## config.mk

```make
export PLATFORM = sky130hd
export DESIGN_NAME = div_sequencer
export DESIGN_NICKNAME = d
export VERILOG_FILES = /design/src/rtl/div_sequencer.sv
export SDC_FILE = /design/constraint.sdc
export NUM_CORES = 1
export LEC_CHECK = 0
export CAP_MARGIN = 0
export CORE_MARGIN = 5
export CORE_UTILIZATION = 55
export DETAILED_ROUTE_END_ITERATION = 7
export PLACE_DENSITY = 0.76
export SYNTH_ARGS = -nofsm -noshare
export SYNTH_HDL_FRONTEND = slang
export SYNTH_SLANG_ARGS = --single-unit
export TNS_END_PERCENT = 5
```

## constraint.sdc

```tcl
create_clock -name clk -period 3.7 [get_ports clk]
set_clock_uncertainty 0.2 [all_clocks]
set_input_delay 0.74 -clock clk [delete_from_list [all_inputs] [get_ports clk]]
set_output_delay 0.74 -clock clk [all_outputs]
set_load 0.01 [all_outputs]
```

## src/rtl/div_sequencer.sv

```systemverilog
// Multi-cycle restoring divider sequencer: 16-bit operands, one quotient bit per ITER cycle.
// Define DIV_SIGNED_EN for two's-complement operands (adds a FIX cycle for sign correction).
module div_sequencer (
  input  logic        clk,
  input  logic        rst_n,
  input  logic        start,
  input  logic        flush,
  input  logic [15:0] dividend,
  input  logic [15:0] divisor,
  output logic        stall,
  output logic        busy,
  output logic        done,
  output logic [15:0] quotient,
  output logic [15:0] remainder,
  output logic        div_by_zero
);

  typedef enum logic [2:0] {S_IDLE, S_LOAD, S_ITER, S_FIX, S_DONE} state_t;

  state_t      state_q, state_d;
  logic [3:0]  cnt_q, cnt_d;
  logic [15:0] a_q, a_d, b_q, b_d;
  logic [15:0] rem_q, rem_d, quo_q, quo_d, dvs_q, dvs_d;
  logic [15:0] quotient_q, quotient_d, remainder_q, remainder_d;
  logic        dbz_q, dbz_d, done_q, done_d, busy_q, busy_d;

  logic [16:0] trial;
  logic        ge;
  logic [15:0] step_rem, step_quo, a_mag, b_mag;

  // One restoring step: shift in next dividend bit, subtract divisor if it fits.
  always_comb begin
    trial    = {rem_q, quo_q[15]};
    ge       = (trial >= {1'b0, dvs_q});
    step_rem = ge ? 16'(trial - {1'b0, dvs_q}) : trial[15:0];
    step_quo = {quo_q[14:0], ge};
`ifdef DIV_SIGNED_EN
    a_mag    = a_q[15] ? -a_q : a_q;
    b_mag    = b_q[15] ? -b_q : b_q;
`else
    a_mag    = a_q;
    b_mag    = b_q;
`endif
  end

  always_comb begin
    state_d     = state_q;
    cnt_d       = cnt_q;
    a_d         = a_q;
    b_d         = b_q;
    rem_d       = rem_q;
    quo_d       = quo_q;
    dvs_d       = dvs_q;
    quotient_d  = quotient_q;
    remainder_d = remainder_q;
    dbz_d       = dbz_q;
    if (flush) begin
      state_d = S_IDLE;
    end else begin
      case (state_q)
        S_IDLE: begin
          if (start) begin
            state_d = S_LOAD;
            a_d     = dividend;
            b_d     = divisor;
          end
        end
        S_LOAD: begin
          rem_d = '0;
          quo_d = a_mag;
          dvs_d = b_mag;
          cnt_d = 4'd15;
          if (b_q == 16'd0) begin
            state_d     = S_DONE;
            quotient_d  = 16'hFFFF;
            remainder_d = a_q;
            dbz_d       = 1'b1;
          end else begin
            state_d = S_ITER;
          end
        end
        S_ITER: begin
          rem_d = step_rem;
          quo_d = step_quo;
          if (cnt_q == 4'd0) begin
`ifdef DIV_SIGNED_EN
            state_d = S_FIX;
`else
            state_d     = S_DONE;
            quotient_d  = step_quo;
            remainder_d = step_rem;
            dbz_d       = 1'b0;
`endif
          end else begin
            cnt_d = cnt_q - 4'd1;
          end
        end
`ifdef DIV_SIGNED_EN
        S_FIX: begin
          // Truncating division: quotient sign from operand signs, remainder follows dividend.
          state_d     = S_DONE;
          quotient_d  = (a_q[15] ^ b_q[15]) ? -quo_q : quo_q;
          remainder_d = a_q[15] ? -rem_q : rem_q;
          dbz_d       = 1'b0;
        end
`endif
        S_DONE:  state_d = S_IDLE;
        default: state_d = S_IDLE;
      endcase
    end
    done_d = (state_d == S_DONE);
    busy_d = (state_d != S_IDLE);
  end

  always_ff @(posedge clk or negedge rst_n) begin
    if (!rst_n) begin
      state_q     <= S_IDLE;
      cnt_q       <= '0;
      a_q         <= '0;
      b_q         <= '0;
      rem_q       <= '0;
      quo_q       <= '0;
      dvs_q       <= '0;
      quotient_q  <= '0;
      remainder_q <= '0;
      dbz_q       <= 1'b0;
      done_q      <= 1'b0;
      busy_q      <= 1'b0;
    end else begin
      state_q     <= state_d;
      cnt_q       <= cnt_d;
      a_q         <= a_d;
      b_q         <= b_d;
      rem_q       <= rem_d;
      quo_q       <= quo_d;
      dvs_q       <= dvs_d;
      quotient_q  <= quotient_d;
      remainder_q <= remainder_d;
      dbz_q       <= dbz_d;
      done_q      <= done_d;
      busy_q      <= busy_d;
    end
  end

  assign stall = ((state_q == S_IDLE) && start && !flush) ||
                 (state_q == S_LOAD) || (state_q == S_ITER) || (state_q == S_FIX);
  assign busy        = busy_q;
  assign done        = done_q;
  assign quotient    = quotient_q;
  assign remainder   = remainder_q;
  assign div_by_zero = dbz_q;

endmodule

```

# Word level (Yosys, flattened, before mapping)
# Index checks and enable logic that the tools add are counted.
[totals]
wordCells = 58
regBits = 122
out_inout_bits = 36
[classes]
n_eq_ne = 7
magnitude_cmp = 1
n_mux = 19
bitwise = 1
addsub = 2
n_reduce_logical = 16
[op_table]
columns = ["operator", "n"]
rows = [
  ["16-bit one-hot mux with 2 select lines", 4],
  ["16-bit two-way mux", 5],
  ["17-bit by 16-bit greater-or-equal comparator with 1-bit output", 1],
  ["16-bit logical NOT", 1],
  ["16-bit subtractor", 1],
  ["3-bit two-way mux", 4],
  ["3-bit one-hot mux with 3 select lines", 1],
  ["4-bit one-hot mux with 2 select lines", 1],
  ["3-bit by 2-bit equality test with 1-bit output, second input constant", 2],
  ["2-bit != test, second input constant", 3],
  ["3-bit AND reduction", 2],
  ["4-bit logical NOT", 1],
  ["4-bit two-way mux", 1],
  ["2-bit AND reduction", 2],
  ["4-bit AND reduction", 1],
  ["4-bit by 1-bit subtractor with 4-bit output, second input constant", 1],
  ["3-bit by 1-bit equality test with 1-bit output, second input constant", 1],
  ["3-bit equality test, second input constant", 1],
  ["3-bit logical NOT", 1],
  ["1-bit logical OR", 3],
  ["3-bit nonzero test", 1],
  ["1-bit logical AND", 2],
  ["1-bit two-way mux", 2],
  ["1-bit one-hot mux with 2 select lines", 1],
  ["3 further kinds", 3],
]

# Longest topological paths before layout
# Gate-level depths: netlist (run 1).
[logic_depth]
ltp_word = 6
mapped_depth = 13

# Least setup slack after synthesis (run 1)
# No wires, ideal clock.
[synth_timing]
kind = "reg2reg"
start = "reg rem_q[3]"
end = "reg remainder_q[8], in the netlist remainder[8]"
t_required_ns = 3.375
slack_ns = 0.813
period_less_slack_ns = 2.887
arrival_ns = 2.563
stages_incl_launch_ff = 13
cell_sequence = "dfrtp_1 -> ha_1 -> buf_6 -> a21o_1 -> a31oi_4 -> a211oi_1 -> or3_1 -> buf_2 -> o21ai_2 -> buf_6 -> mux2i_1 -> o21ai_1 -> mux2_2"
[synth_between]
elab_chain_len = 4
elab_cells_between_ends = 5
classes_between = "1 x add/sub; 1 x order compare; 3 x mux"
[synth_lines]
columns = ["item", "line_no", "rtl"]
rows = [
  ["from (decl)", "23", "logic [15:0] rem_q, rem_d, quo_q, quo_d, dvs_q, dvs_d;"],
  ["from (signal assigned)", "134", "rem_q <= rem_d;"],
  ["16-bit subtractor or 17-bit by 16-bit greater-or-equal comparator with 1-bit output (tied branches)", "35, 34", ""],
  ["16-bit two-way mux (*)", "35", "step_rem = ge ? 16'(trial - {1'b0, dvs_q}) : trial[15:0];"],
  ["16-bit two-way mux (*)", "85", "if (cnt_q == 4'd0) begin"],
  ["16-bit one-hot mux with 2 select lines (*)", "60", "case (state_q)"],
  ["to (signal assigned)", "138", "remainder_q <= remainder_d;"],
  ["to (decl)", "24", "logic [15:0] quotient_q, quotient_d, remainder_q, remainder_d;"],
]
# Every way passes the cells marked *; elsewhere a longest branch is shown, timed or not. The select of a mux whose other input is x is not followed.
# A chain may end at the register's enable or synchronous reset.

# Worst setup path after layout (run 1)
[layout_timing]
start = "reg rem_q[3]"
end = "reg remainder_q[5], in the netlist remainder[5]"
# The elaborated chain is that of the path after synthesis.

==> results of run 1 <==
-- layout by cell type, fill, tap and decap left out, types with 3 or more instances in the layout --
cell	netlist	layout
o21a_1	3	3
nand2_1	187	186
nand3_1	3	3
nand2b_1	5	5
dfrtp_1	122	122
xnor2_1	13	13
o221ai_1	4	4
nand4_1	3	3
o211ai_1	3	3
a22o_1	4	4
bufinv_16	0	3
buf_4	0	12
a21o_1	19	19
o21ai_1	5	4
clkdlybuf4s50_1	0	70
nor3_1	5	4
a21oi_1	23	23
a211oi_1	8	8
nor2_1	35	35
nor4_1	5	5
clkbuf_16	0	16
clkbuf_8	0	5
o22ai_1	3	3
o21ai_0	57	57
nor2b_1	4	4
ha_1	17	17
mux2i_1	21	21
inv_1	23	23
-- per-layer routing --
layer,global-route usage,vias up
met3,0.0497,27
met2,0.370,146
met5,0,-
met4,0.106,0
met1,0.315,2285
li1,-,2276
-- power groups by stage --
| stage | Clock (uW) | Sequential [uW] | Combinational [uW] |
|---|---|---|---|
| floorplan | 0 | 1850 | 1170 |
| global placement | 0 | 1880 | 1580 |
| detailed placement | 0 | 1890 | 1630 |
| CTS | 1670 | 1870 | 1650 |
| global route | 1730 | 1920 | 1830 |
| finish | 1640 | 1880 | 1650 |
-- state kept, by name (all words and copies together) (netlist names) --
signal	flops
a_mag	16
b_mag	16
dvs_q	16
quo_q	16
quotient	16
rem_q	16
remainder	16
cnt_q	4
state_q	3
busy	1
div_by_zero	1
done	1
-- path summary, 6_finish.rpt --
kind	startpoint	endpoint	slack (ns)	cells past startpoint
worst max-delay path	rem_q[3]	remainder[5]	0.39	10
worst min-delay path	rst_n	done	0.07	1
worst max register to register	rem_q[3]	remainder[5]	0.39	10
worst min register to register	a_mag[12]	a_mag[12]	0.27	2
max in group asynchronous	rst_n	a_mag[7]	2.36	2
min in group clk	a_mag[12]	a_mag[12]	0.27	2
-- area by class of cell --
type | instances | area [um2] | area share
Inverter | 24 | 90.1 | 0.0124
Timing Repair Buffer | 82 | 791 | 0.109
Sequential cell | 122 | 3050 | 0.421
Clock inverter | 7 | 115 | 0.0159
Multi-Input combinational cell | 456 | 2560 | 0.353
Clock buffer | 23 | 477 | 0.0657
Tap cell | 136 | 170 | 0.0235
-- critical path: cells and delay by family (launching register included) --
| family | cells | cell delay, ns |
|---|---|---|
| multiplexers | 1 | 0.26 |
| flip-flops | 1 | 0.39 |
| buffers and inverters | 1 | 0.32 |
| AND/OR/NAND/NOR | 1 | 0.46 |
| AO/OA/AOI/OAI | 6 | 1.13 |
| adder cells (fa/ha/maj) | 1 | 0.42 |
-- logic make-up after synthesis --
family | count (synthesis) | share of synthesized area
adder cells (fa/ha/maj) | 18 | 0.0399
buffers and inverters | 56 | 0.0391
AO/OA/AOI/OAI | 145 | 0.156
XOR/XNOR | 15 | 0.0225
flip-flops | 122 | 0.524
multiplexers | 22 | 0.0380
AND/OR/NAND/NOR | 256 | 0.180
-- metrics by stage --
step / total power [uW] / std cells / hold slack (ns) / setup slack [ns] / util
floorplan: 3020 / 634 / 0.237 / 0.813 / -
global placement: 3460 / 820 / 0.260 / 0.482 / 0.645
detailed placement: 3520 / 820 / 0.263 / 0.425 / 0.645
CTS: 5190 / 850 / 0.0931 / 0.401 / 0.703
global route: 5470 / 850 / 0.108 / 0.193 / 0.703
finish: 5160 / 850 / 0.0699 / 0.391 / 0.703
==> out/results.txt, run 1 <==
status -> completed
Synth Flop Type -> dfrtp_1
PostCTS Resize Cnt -> 0
Clk Latency, worst-skew pair -> 0.52 ns
post-synth cell types -> 51
CTS sink cnt -> 122
Yosys top cell by area -> dfrtp_1
first drt pass iteration count -> 5
met2 WL -> 6.70 mm
RSZ-0062 raised after global routing -> no
clock share of power -> 0.318
max_cap viols -> 0
Final period util -> 0.894
WL met1 -> 6.33 mm
most instantiated library cell after synthesis -> nand2_1
largest net degree at the start of global routing -> 61
Syn Nets -> 688
post-route ant nets -> 0
fin area -> 7250 um2
Pleak -> 0.00362 uW
first-pass GRT wire length -> 23.5 mm
Crit-path slowest cell -> or3_1
starting density of the core -> 0.564
top cell type's share of synthesized area -> 0.524
highest routed layer -> met4
final net count -> 757
row cnt -> 37
internal power -> 3470 uW
total number of vias -> 4734
post-CTS setup buffers -> 0
residual DRC count -> 0
Flop pwr share -> 0.363
Worst setup EP type -> flip-flop
met3 wire len -> 728 um
clock transition at the registers of the reported paths -> 0.06 ns
Crit path largest cell delay -> 0.46 ns
Seq/Total Area, Yosys -> 0.524
CTS tree -> done
Avg Vias per Cell -> 5.57
root buffer cell -> clkbuf_8
sw frac -> 0.329
Hold Vio Cnt, Final -> 0
top cells by count, synth -> nand2_1, dfrtp_1, o21ai_0
Hold WC Path Type -> in2async
Req. time, crit path -> 3.91 ns
num ports -> 72
die height -> 113 um
type of the worst setup path -> reg2reg
async set-reset flop share out of synthesis -> 1.00
FMAX -> 0.302 GHz
die width -> 113 um
Syn Area/Cell -> 9.19 um2
setup violators final -> 0
Period minus WS final -> 3.31 ns
Routed wire per std cell -> 16.7 um
Synth Cell Area -> 5830 um2
number of port buffers -> 71
die area -> 12800 um2
total placed instance area -> 6660 um2
Setup TNS Final -> 0 ns
Hold-fix buffers, CTS -> 0
Logic pwr share -> 0.319
VDD IR max -> 0.000361 V
crit-path max FO -> 16
EDFF count, synth -> 0
Initial DRC Count -> 378
Mapped Cells -> 634
core area -> 10300 um2
post-synthesis register bit count -> 122
max-slew violation count -> 0
Layout area overhead -> 24.5%
DP HPWL -> 10.1 mm
crit-path cells -> ha_1 -> a21o_1 -> a31oi_4 -> a211oi_1 -> or3_1 -> o21ai_2 -> buf_4 -> mux2i_1 -> a211oi_1 -> a21o_1
GRT Resource Usage Total -> 0.235
# fillers -> 760
Crit path arrival time -> 3.52 ns
# diodes -> 0
initial antenna violation count -> 0
share of cells above drive strength 1 -> 0.0728
net switching power figure -> 1700 uW
routability cong. -> 0.912
top post-synthesis cells by area -> dfrtp_1, nand2_1, o21ai_0
CTS Buffer Depth -> 2
CP startpoint kind -> flip-flop
Slew Limit Headroom -> 0.520
Final Routed Wirelength -> 14.2 mm
worst-margin pin slew -> 0.720 ns
Inserted Clock Buffers -> 17
maximum level of the CTS H-tree -> 4
Synth warnings -> 0
vias in the first global route -> 4751
PD cells -> 712 nW/um2
total grt overflow -> 0
No activity file was read; power rests on OpenSTA's default activity.
==> inputs of run 2 (changes only) <==
Settings changed: CORE_MARGIN 5 to default.
Clock period 3.7 ns to 3.2 ns, I/O delays scaled along.
==> out/results.txt, run 2 (same netlist as run 1, synthesis figures left out) <==
status -> completed
Clk Latency, worst-skew pair -> 0.53 ns (about the same)
share of cells above drive strength 1 -> 0.0871 (+0.0143)
maximum level of the CTS H-tree -> 4 (unchanged)
die width -> 105 um (-7.1%)
Period minus WS final -> 3.01 ns (-0.302 ns)
Inserted Clock Buffers -> 17 (unchanged)
residual DRC count -> 0 (unchanged)
die height -> 105 um (-7.1%)
FMAX -> 0.333 GHz (+10%)
Initial DRC Count -> 306 (-19%)
clock transition at the registers of the reported paths -> 0.06 ns (about the same)
Setup TNS Final -> 0 ns (unchanged)
GRT Resource Usage Total -> 0.288 (+0.0526)
final net count -> 764 (+0.92%)
number of port buffers -> 71 (unchanged)
first drt pass iteration count -> 5 (unchanged)
CTS sink cnt -> 122 (unchanged)
type of the worst setup path -> reg2reg
worst path bufs/invs -> 1 (unchanged)
row cnt -> 37 (unchanged)
initial antenna violation count -> 0 (unchanged)
routability cong. -> 0.874 (-4.2%)
Final period util -> 0.940 (+0.0453)
commonest cells after routing, fill and taps aside -> nand2_1, dfrtp_1, clkdlybuf4s50_1, o21ai_0, nor2_1
VDD IR max -> 0.000594 V (+64%)
num ports -> 72 (unchanged)
CP startpoint kind -> flip-flop
CTS tree -> done
Crit path largest cell delay -> 0.43 ns (-0.03 ns)
Routed wire per std cell -> 16.5 um (-1.3%)
crit-path max FO -> 12 (-4)
Hold Vio Cnt, Final -> 0 (unchanged)
max_cap viols -> 0 (unchanged)
# diodes -> 0 (unchanged)
Crit path arrival time -> 3.23 ns (-0.29 ns)
worst-margin pin slew -> 0.675 ns (-0.0453 ns)
most common cell after layout, fill and taps aside -> nand2_1
max-slew violation count -> 0 (unchanged)
Layout area overhead -> 26.3%
Slew Limit Headroom -> 0.546 (+0.0267)
PD cells -> 821 nW/um2 (+15%)
# fillers -> 810 (+6.6%)
setup violators final -> 0 (unchanged)
starting density of the core -> 0.567 (+0.00254)
Avg Vias per Cell -> 5.55 (-0.30%)
RSZ-0062 raised after global routing -> no
crit-path cells -> ha_1 -> nor2b_1 -> o2111ai_1 -> a211oi_1 -> or3_1 -> o21ai_2 -> buf_4 -> mux2i_1 -> o21ai_1 -> mux2_2
largest net degree at the start of global routing -> 43 (-30%)
CTS Buffer Depth -> 2 (unchanged)
post-route ant nets -> 0 (unchanged)
total grt overflow -> 0 (unchanged)
vias in the first global route -> 4637 (-2.4%)
total number of vias -> 4770 (+0.76%)
Crit-path slowest cell -> dfrtp_1
Total Power -> 6040 uW (+17%)
utilization after layout -> 0.716 (+0.0136)
Hold WC Path Type -> reg2reg
Pleak -> 0.00367 uW (+1.4%)
core area -> 10300 um2 (-0.45%)
Req. time, crit path -> 3.42 ns (-0.49 ns)
DP HPWL -> 10.1 mm (+0.20%)
die area -> 11000 um2 (-14%)
Worst setup EP type -> flip-flop
delay-heaviest family, CP -> compound AO/OA/AOI/OAI gates
first-pass GRT wire length -> 23.8 mm (+1.2%)
Final Routed Wirelength -> 14.2 mm (-0.23%)
root buffer cell -> clkbuf_8
## run 2: repair_timing
action / 4_1_cts / 5_1_grt
resized for setup: 0 / 1
endpoints found under the setup margin: 0 / 4
hold buffers: 1 / 0
buffers inserted: 0 / 0
endpoints found under the hold margin: 31 / 0
## run 2: path summary, 6_finish.rpt
check | from | endpoint | slack, ns | cells past startpoint
min in group asynchronous | rst_n | quotient[14] | 0.40 | 2
worst min-delay path | quotient[15] | quotient[15] | 0.27 | 2
max in group asynchronous | rst_n | a_mag[6] | 1.64 | 3
worst max-delay path | rem_q[0] | remainder[8] | 0.19 | 10
worst min register to register | quotient[15] | quotient[15] | 0.27 | 2
worst max register to register | rem_q[0] | remainder[8] | 0.19 | 10
## run 2: power by group
group	internal (uW)	switching, uW
Clock	1220	685
Sequential	1910	256
Combinational	911	1070
Total	4030	2010
## run 2: area by class of cell
cell class                      instances  area [um2]  share of cell area
Multi-Input combinational cell        456        2560               0.348
Clock inverter                         13         150              0.0204
Timing Repair Buffer                   89         896               0.122
Clock buffer                           19         442              0.0600
Inverter                               24        90.1              0.0122
Sequential cell                       122        3050               0.415
Tap cell                              136         170              0.0231
## run 2: metrics by stage
step	area (um2)	instances	hold WS, ns	worst slack [ns]
after global routing	7360	859	0.290	0.00413
after floorplan	5830	634	0.144	0.313
final	7360	859	0.274	0.193
after CTS	7360	859	0.278	0.118
after global placement	6760	826	0.262	0.176
after detailed placement	6760	826	0.263	0.105
## run 2: worst min-delay path, stage by stage (launching register included)
cell	delay [ns]
dfrtp_1	0.34
nand2_1	0.05
o21ai_0	0.06
## run 2: metal layers
layer | vias to the layer above | GRT usage | routed length, um
li1 | 2289 | - | -
met3 | 29 | 0.0692 | 841
met4 | 0 | 0.134 | 364
met2 | 169 | 0.452 | 6680
met5 | - | 0 | 0
met1 | 2283 | 0.378 | 6270
